**config.mk**
```make
export PLATFORM = sky130hd
export DESIGN_NAME = gray_conversion_scheduler
export DESIGN_NICKNAME = d
export VERILOG_FILES = /design/src/rtl/gray_sched_pkg.sv /design/src/rtl/bin2gray16.sv /design/src/rtl/rr_arbiter.sv /design/src/rtl/gray_conversion_scheduler.sv
export SDC_FILE = /design/constraint.sdc
export NUM_CORES = 1
export LEC_CHECK = 0
export BUFFER_PORTS_ARGS = -buffer_cell sky130_fd_sc_hd__buf_4
export CORE_UTILIZATION = 45
export DETAILED_ROUTE_END_ITERATION = 12
export PLACE_DENSITY = 0.75
export SLEW_MARGIN = 30
export SYNTH_ARGS = -nofsm -noshare
export SYNTH_HDL_FRONTEND = slang
export SYNTH_SLANG_ARGS = --single-unit
```
**constraint.sdc**
```tcl
create_clock -name Clock_In -period 3.5 [get_ports Clock_In]
set_clock_uncertainty 0.15 [all_clocks]
set_input_delay 0.35 -clock Clock_In [delete_from_list [all_inputs] [get_ports Clock_In]]
set_output_delay 0.35 -clock Clock_In [all_outputs]
set_load 0.03 [all_outputs]
```
**src/rtl/gray_sched_pkg.sv**
```systemverilog
// Shared types and constants for the Gray conversion scheduler.
package gray_sched_pkg;

  typedef enum logic [1:0] {
    StIdle    = 2'd0,
    StConvert = 2'd1,
    StDone    = 2'd2
  } state_e;

  localparam int unsigned DataW         = 16;
  localparam int unsigned DefaultNumReq = 4;

endpackage

```
**src/rtl/bin2gray16.sv**
```systemverilog
// 16-bit binary-to-Gray converter; output is driven to zero while disabled.
module bin2gray16 (
  input  logic        en,
  input  logic [15:0] bin,
  output logic [15:0] gray
);

  always_comb begin
    gray = en ? (bin ^ (bin >> 1)) : 16'h0000;
  end

endmodule

```
**src/rtl/rr_arbiter.sv**
```systemverilog
// Combinational round-robin arbiter: first set request at or above ptr, wrapping.
module rr_arbiter #(
  parameter  int unsigned NUM_REQ = 4,
  localparam int unsigned IDX_W   = $clog2(NUM_REQ)
) (
  input  logic [NUM_REQ-1:0] req,
  input  logic [IDX_W-1:0]   ptr,
  output logic [NUM_REQ-1:0] grant,
  output logic [IDX_W-1:0]   idx,
  output logic               valid
);

  always_comb begin
    grant = '0;
    idx   = '0;
    valid = 1'b0;
    for (int unsigned k = 0; k < NUM_REQ; k++) begin
      if (!valid && req[(32'(ptr) + k) % NUM_REQ]) begin
        valid = 1'b1;
        idx   = IDX_W'((32'(ptr) + k) % NUM_REQ);
        grant[(32'(ptr) + k) % NUM_REQ] = 1'b1;
      end
    end
  end

endmodule

```
**src/rtl/gray_conversion_scheduler.sv**
```systemverilog
// Shares one binary-to-Gray converter among NUM_REQ requesters in round-robin order.
module gray_conversion_scheduler
  import gray_sched_pkg::*;
#(
  parameter  int unsigned NUM_REQ = DefaultNumReq,
  localparam int unsigned IDX_W   = $clog2(NUM_REQ)
) (
  input  logic                     Clock_In,
  input  logic                     Reset_n_In,
  input  logic                     Enable_In,
  input  logic [NUM_REQ-1:0]       Req_In,
  input  logic [DataW*NUM_REQ-1:0] Binary_Data_In,
  output logic [NUM_REQ-1:0]       Grant_Out,
  output logic [IDX_W-1:0]         Grant_Idx_Out,
  output logic [NUM_REQ-1:0]       Done_Out,
  output logic [DataW-1:0]         Gray_Data_Out,
  output logic                     Busy_Out,
  output logic [15:0]              Conversion_Count_Out
);

  state_e               state_q, state_d;
  logic [IDX_W-1:0]     idx_q, ptr_q, ptr_next, arb_idx;
  logic [NUM_REQ-1:0]   grant_q, arb_grant;
  logic                 arb_valid, take, conv_en;
  logic [DataW-1:0]     data_q, gray_q, conv_gray;
  logic [15:0]          count_q;

  rr_arbiter #(
    .NUM_REQ (NUM_REQ)
  ) u_arb (
    .req   (Req_In),
    .ptr   (ptr_q),
    .grant (arb_grant),
    .idx   (arb_idx),
    .valid (arb_valid)
  );

  bin2gray16 u_conv (
    .en   (conv_en),
    .bin  (data_q),
    .gray (conv_gray)
  );

  assign ptr_next = (idx_q == IDX_W'(NUM_REQ - 1)) ? '0 : idx_q + 1'b1;

  always_comb begin
    state_d = state_q;
    conv_en = 1'b0;
    take    = 1'b0;
    case (state_q)
      StIdle: begin
        if (Enable_In && arb_valid) begin
          take    = 1'b1;
          state_d = StConvert;
        end
      end
      StConvert: begin
        conv_en = 1'b1;
        state_d = StDone;
      end
      StDone:  state_d = StIdle;
      default: state_d = StIdle;  // illegal encoding recovers to idle
    endcase
  end

  always_ff @(posedge Clock_In or negedge Reset_n_In) begin
    if (!Reset_n_In) begin
      state_q <= StIdle;
      idx_q   <= '0;
      ptr_q   <= '0;
      grant_q <= '0;
      data_q  <= '0;
      gray_q  <= '0;
      count_q <= '0;
    end else begin
      state_q <= state_d;
      if (take) begin
        idx_q   <= arb_idx;
        grant_q <= arb_grant;
        data_q  <= Binary_Data_In[DataW*arb_idx +: DataW];
      end
      // Result and count update on entry to DONE so both are valid with the pulse.
      if (state_q == StConvert) begin
        gray_q  <= conv_gray;
        count_q <= count_q + 16'd1;
      end
      if (state_q == StDone) begin
        ptr_q <= ptr_next;
      end
    end
  end

  always_comb begin
    Busy_Out             = (state_q == StConvert) || (state_q == StDone);
    Grant_Out            = Busy_Out ? grant_q : '0;
    Done_Out             = (state_q == StDone) ? grant_q : '0;
    Grant_Idx_Out        = idx_q;
    Gray_Data_Out        = gray_q;
    Conversion_Count_Out = count_q;
  end

endmodule

```
# After elaboration in Yosys (flattened, before gate mapping)
# Cells that the tools add are included.
# Widths: inputs -> output; s select.
dict set report classes {
  mux 37
  order_cmp 8
  reduce_logical 13
  bitwise_logic 4
  shifts 1
  eq_ne 4
  addsub 5
}
# cell count
set op_table {}
lappend op_table {{$shiftx 64x7->16} 1}
lappend op_table {{$mux 4} 6}
lappend op_table {{$add 16x1->16 const B} 1}
lappend op_table {{$mux 16} 1}
lappend op_table {{$xor 16x15->16} 1}
lappend op_table {{$mux 1} 15}
lappend op_table {{$lt 2x3->1 const B} 4}
lappend op_table {{$mux 2} 6}
lappend op_table {{$or 4x4->4} 3}
lappend op_table {{$bmux 1 s2} 4}
lappend op_table {{$demux 1 s2} 4}
lappend op_table {{$ge 2x1->1 const B} 4}
lappend op_table {{$logic_and 1x1->1} 8}
lappend op_table {{$add 2x1->2 const B} 2}
lappend op_table {{$add 2x2->2 const B} 2}
lappend op_table {{$eq 2x2->1 const B} 2}
lappend op_table {{$pmux 2 s2} 1}
lappend op_table {{$logic_not 1->1} 3}
lappend op_table {{$eq 2x1->1 const B} 1}
lappend op_table {{$logic_not 2->1} 1}
lappend op_table {{$ne 2x2->1 const B} 1}
lappend op_table {{$logic_or 1x1->1} 1}
dict set report word_totals {
  out_inout_bits 43
  elab_cells 79
  in_bits 71
  reg_bits 58
}

# Longest topological paths before layout
dict set report logic_depth {
  word_depth 15
  ltp_mapped 15
  mapped_depth_nobuf 8
}

# By module
# A second synthesis with hierarchy kept.
dict set report unflattened {
  hier_cells 258
  area_unflattened_um2 3425.8
}
# mod cells_per_inst area_per_inst_um2 instances seq_area_each_um2
set modules_own_cells {}
lappend modules_own_cells {gray_conversion_scheduler 181 2758.9 1 1451.4}
lappend modules_own_cells {rr_arbiter 45 421.7 1 0.0}
lappend modules_own_cells {bin2gray16 32 245.2 1 0.0}

# Worst setup path after synthesis
# OpenSTA, ideal clock, no wires.
dict set report synth_timing {
  path_kind {register to register}
  from {register ptr_q[0]}
  to {register data_q[11]}
  slack_ns -0.015
  period_less_slack_ns 3.515
  arrival_ns 3.239
  n_path_buf 6
  stages_incl_launch_ff 15
  setup_time_ns 0.126
  t_required_ns 3.224
  cell_sequence {dfrtp_1 > buf_6 > inv_1 > clkbuf_1 > ha_1 > buf_4 > mux4_2 > buf_2 > nor2b_4 > or2_1 > buf_6 > a21o_1 > buf_6 > mux2_1 > a221o_1}
}
dict set report synth_via {
  elab_chain_len 15
  elab_cells_between_ends 29
  cone_classes {add/sub (3); shift (1); mux (18); reduce/logical (7)}
}
# element line
set synth_lines {}
lappend synth_lines {{start: declaration} gray_conversion_scheduler.sv:22} ;# logic [IDX_W-1:0] idx_q, ptr_q, ptr_next, arb_idx;
lappend synth_lines {{start signal: assignment} gray_conversion_scheduler.sv:88} ;# ptr_q <= ptr_next;
lappend synth_lines {{branches (longest 15 deep; another with $add 2x1->2)} n/a}
lappend synth_lines {{end signal: assignment} gray_conversion_scheduler.sv:80} ;# data_q <= Binary_Data_In[DataW*arb_idx +: DataW];
lappend synth_lines {{end: declaration} gray_conversion_scheduler.sv:25} ;# logic [DataW-1:0] data_q, gray_q, conv_gray;
# Several ways; the timed one is not identified. The select of a mux whose other input is x is not followed.
# A chain may end at the register's enable or synchronous reset.

# Final worst setup path
dict set report layout_timing {
  from {register ptr_q[1]}
  to {register data_q[1]}
}
# Same word-level chain as after synthesis.

==> impl_metrics.env <==
export IMPL_status="completed"
export IMPL_cts_max_level=3
export IMPL_syn_num_nets=431
export IMPL_area_growth_pct=31.0
export IMPL_cts_root_buf="clkbuf_8"
export IMPL_portBuffers=113
export IMPL_synth_largest_area_cell="dfrtp_1"
export IMPL_synth_top_area_share_pct=40.6
export IMPL_mostFrequentLayoutCell="buf_4"
export IMPL_crit_required_ns=3.56
export IMPL_relSlewSlack_pct=51.6
export IMPL_grt_ovfl_total=0
export IMPL_clk_path_buf_depth=2
export IMPL_via_per_inst=5.51
export IMPL_seq_power_share_pct=28.3
export IMPL_post_dp_hpwl_um=6810
export IMPL_core_um2=7690
export IMPL_setup_violations=0
export IMPL_ant_nets=0
export IMPL_netSwitchingFraction_pct=44.7
export IMPL_die_h_um=91.1
export IMPL_layout_common_cells="buf_4 (123), dfrtp_1 (58), nor2_1 (30)"
export IMPL_synth_seq_area_share_pct=40.6
export IMPL_fp_dieW_um=91.1
export IMPL_drtPass1Iterations=4
export IMPL_nets=542
export IMPL_postCtsSetupBuffers=0
export IMPL_numCtsBuffers=9
export IMPL_irDropWorstVdd_uv=455
export IMPL_reg2reg_slack_ns=0.18
export IMPL_cp_start_kind="flop"
export IMPL_routed_wl_um=8920
export IMPL_synth_edf_count=0
export IMPL_crit_type="reg2reg"
export IMPL_p_leak_nw=2.25
export IMPL_timing_fmax_mhz=301
export IMPL_cts_sinks=58
export IMPL_drive_above_1_share_pct=31.5
export IMPL_hold_violations=0
export IMPL_yosysUniqueCellTypes=46
export IMPL_worst_setup_path_end_kind="flop"
export IMPL_worst_path_stages=7
export IMPL_rr_worst_depth=7
export IMPL_clk_latency_ns=0.33
export IMPL_final_setup_tns_ns=0
export IMPL_endpoint="data_q[1]"
export IMPL_grt_antenna_before_repair=0
export IMPL_vias=3119
export IMPL_max_cap_violations=0
export IMPL_synth_flop_cell="dfrtp_1"
export IMPL_slowest_stage="mux4_2"
export IMPL_wl_per_cell_um=15.8
export IMPL_path_delay_family="compound AO/OA/AOI/OAI gates"
export IMPL_cts_resized=0
export IMPL_synth_seq_cells=58
export IMPL_grt_max_degree=59
export IMPL_p_int_w=0.00236
export IMPL_antenna_cells=0
export IMPL_first_iter_violations=102
export IMPL_place_area_um2=4500
export IMPL_cts_clk_slew_worst_paths_ns=0.06
export IMPL_syn_cell_area_um2=3580
export IMPL_ios=114
export IMPL_start_util_pct=46.5
export IMPL_grt_first_pass_wirelength_um=14300
export IMPL_powerDensity_nw_per_um2=911
export IMPL_p_clk_share_pct=12.9
export IMPL_grt_usage_pct=21.9
export IMPL_worst_hold_path_type="in2reg"
export IMPL_cts_tree="built"
export IMPL_fin_area_um2=4690
export IMPL_cp_num_buf_inv=1
export IMPL_grt_pass1_vias=3004
export IMPL_switching_power_w=0.00191
export IMPL_rsz0062_at_grt="false"
export IMPL_synth_top_cells_by_area="dfrtp_1 (41%), mux2i_1 (7.8%), xnor2_1 (6.4%)"
export IMPL_total_power_w=0.00427
export IMPL_fin_crit_sh_pct=94.9
export IMPL_async_flop_share_pct=100
export IMPL_synth_warning_count=0
export IMPL_cp_startpoint="ptr_q[1]"
export IMPL_num_rows=32
export IMPL_min_period_ns=3.32
export IMPL_avgSynthCellArea_um2=10.2
export IMPL_gp_congestion=0.838
export IMPL_die_area_um2=8310
export IMPL_cp_arrival_ns=3.38
export IMPL_syn_inst=350
export IMPL_r2r_end="data_q[1]"
export IMPL_timing_rr_start="ptr_q[1]"
export IMPL_postCtsHoldBufs=1
export IMPL_drc=0
export IMPL_crit_chain="inv_1, ha_1, mux4_2, o21a_1, a21o_1, mux2_1, a221o_1"
export IMPL_combPwrFrac_pct=58.8
export IMPL_cp_max_fo=11
export IMPL_worstMarginPinSlew_ns=0.726
export IMPL_cpPeakStageDelay_ns=0.63
export IMPL_drv_slew=0
layer usage:
layer | share of wire [%] | global-route usage [%]
met1 | 45 | 29.8
met3 | 5.1 | 2.76
met5 | 0 | 0
met2 | 48 | 35.2
met4 | 1.7 | 8.86
synth_stat cells (all sizes together), types with 5 or more instances:
library cell and n:
mux2i 28, nor2 30, a22oi 14, a21oi 26
a211oi 16, o21ai 10, nand4 5, clkbuf 11
o211a 10, nand3 7, buf 13, inv 6
dfrtp 58, ha 10, xnor2 26, mux2 11
and2 9, a221o 5, o221ai 6, nand2 14
worst register-to-register path, cell delays in order, from the launching register on:
cell and delay [ns]:
dfrtp_1 0.49, inv_1 0.15, ha_1 0.34, mux4_2 0.63, o21a_1 0.36, a21o_1 0.35
mux2_1 0.38, a221o_1 0.33
power by group through the flow:
stage / Clock (W) / Combinational [W] / Sequential, W
final: 0.000552 / 0.00251 / 0.00121
after global routing: 0.000591 / 0.00272 / 0.00124
after CTS: 0.000561 / 0.00251 / 0.00121
after detailed placement: 0 / 0.00250 / 0.00122
after global placement: 0 / 0.00244 / 0.00121
after floorplan: 0 / 0.00163 / 0.00142
how the worst min path moves through the flow:
stage | startpoint | endpoint | slack (ns) | cells past startpoint
2_1_floorplan | Reset_n_In | Conversion_Count_Out[0] | -0.1 | 0
3_5_place_dp | Reset_n_In | Conversion_Count_Out[9] | 0.31 | 1
6_report | Binary_Data_In[13] | data_q[13] | 0.20 | 3
3_3_place_gp | Reset_n_In | Conversion_Count_Out[7] | 0.30 | 1
4_1_cts | Binary_Data_In[13] | data_q[13] | 0.19 | 3
5_1_grt | Binary_Data_In[46] | data_q[14] | 0.22 | 3
stage by stage:
step,hold WS [ns],worst slack (ns),cells,utilization (%)
2_1_floorplan,-0.0956,0.0957,350,-
3_3_place_gp,0.304,0.334,551,58.5
6_report,0.200,0.178,566,61.0
3_5_place_dp,0.307,0.209,551,58.5
5_1_grt,0.216,0.0169,566,61.0
4_1_cts,0.192,0.183,566,61.0
kinds of logic (layout without fill, tap and decap cells):
kind of cell | after synthesis | after routing | synth area share, %
AOI/OAI and AO/OA | 102 | 102 | 20.6
and+or+nand+nor | 78 | 78 | 10.6
DFF | 58 | 58 | 40.6
muxes | 42 | 42 | 13.2
xor gates and xnor gates | 30 | 30 | 7.35
buffers and inverters | 30 | 144 | 4.23
adders and majority gates | 10 | 10 | 3.50
sequential cells by signal, summed over array words and instances, names as in the netlist:
signal	flops
Conversion_Count_Out	16
grant_q	4
Gray_Data_Out	16
ptr_q	2
Grant_Idx_Out	2
data_q	16
state_q	2
final cells by class:
type	instances	area, µm²
Fill cell	682	3000
Multi-Input combinational cell	262	1970
Sequential cell	58	1450
Timing Repair Buffer	124	933
Clock buffer	12	165
Tap cell	102	128
Inverter	6	22.5
Clock inverter	2	12.5
(Power assumes the default switching activity.)
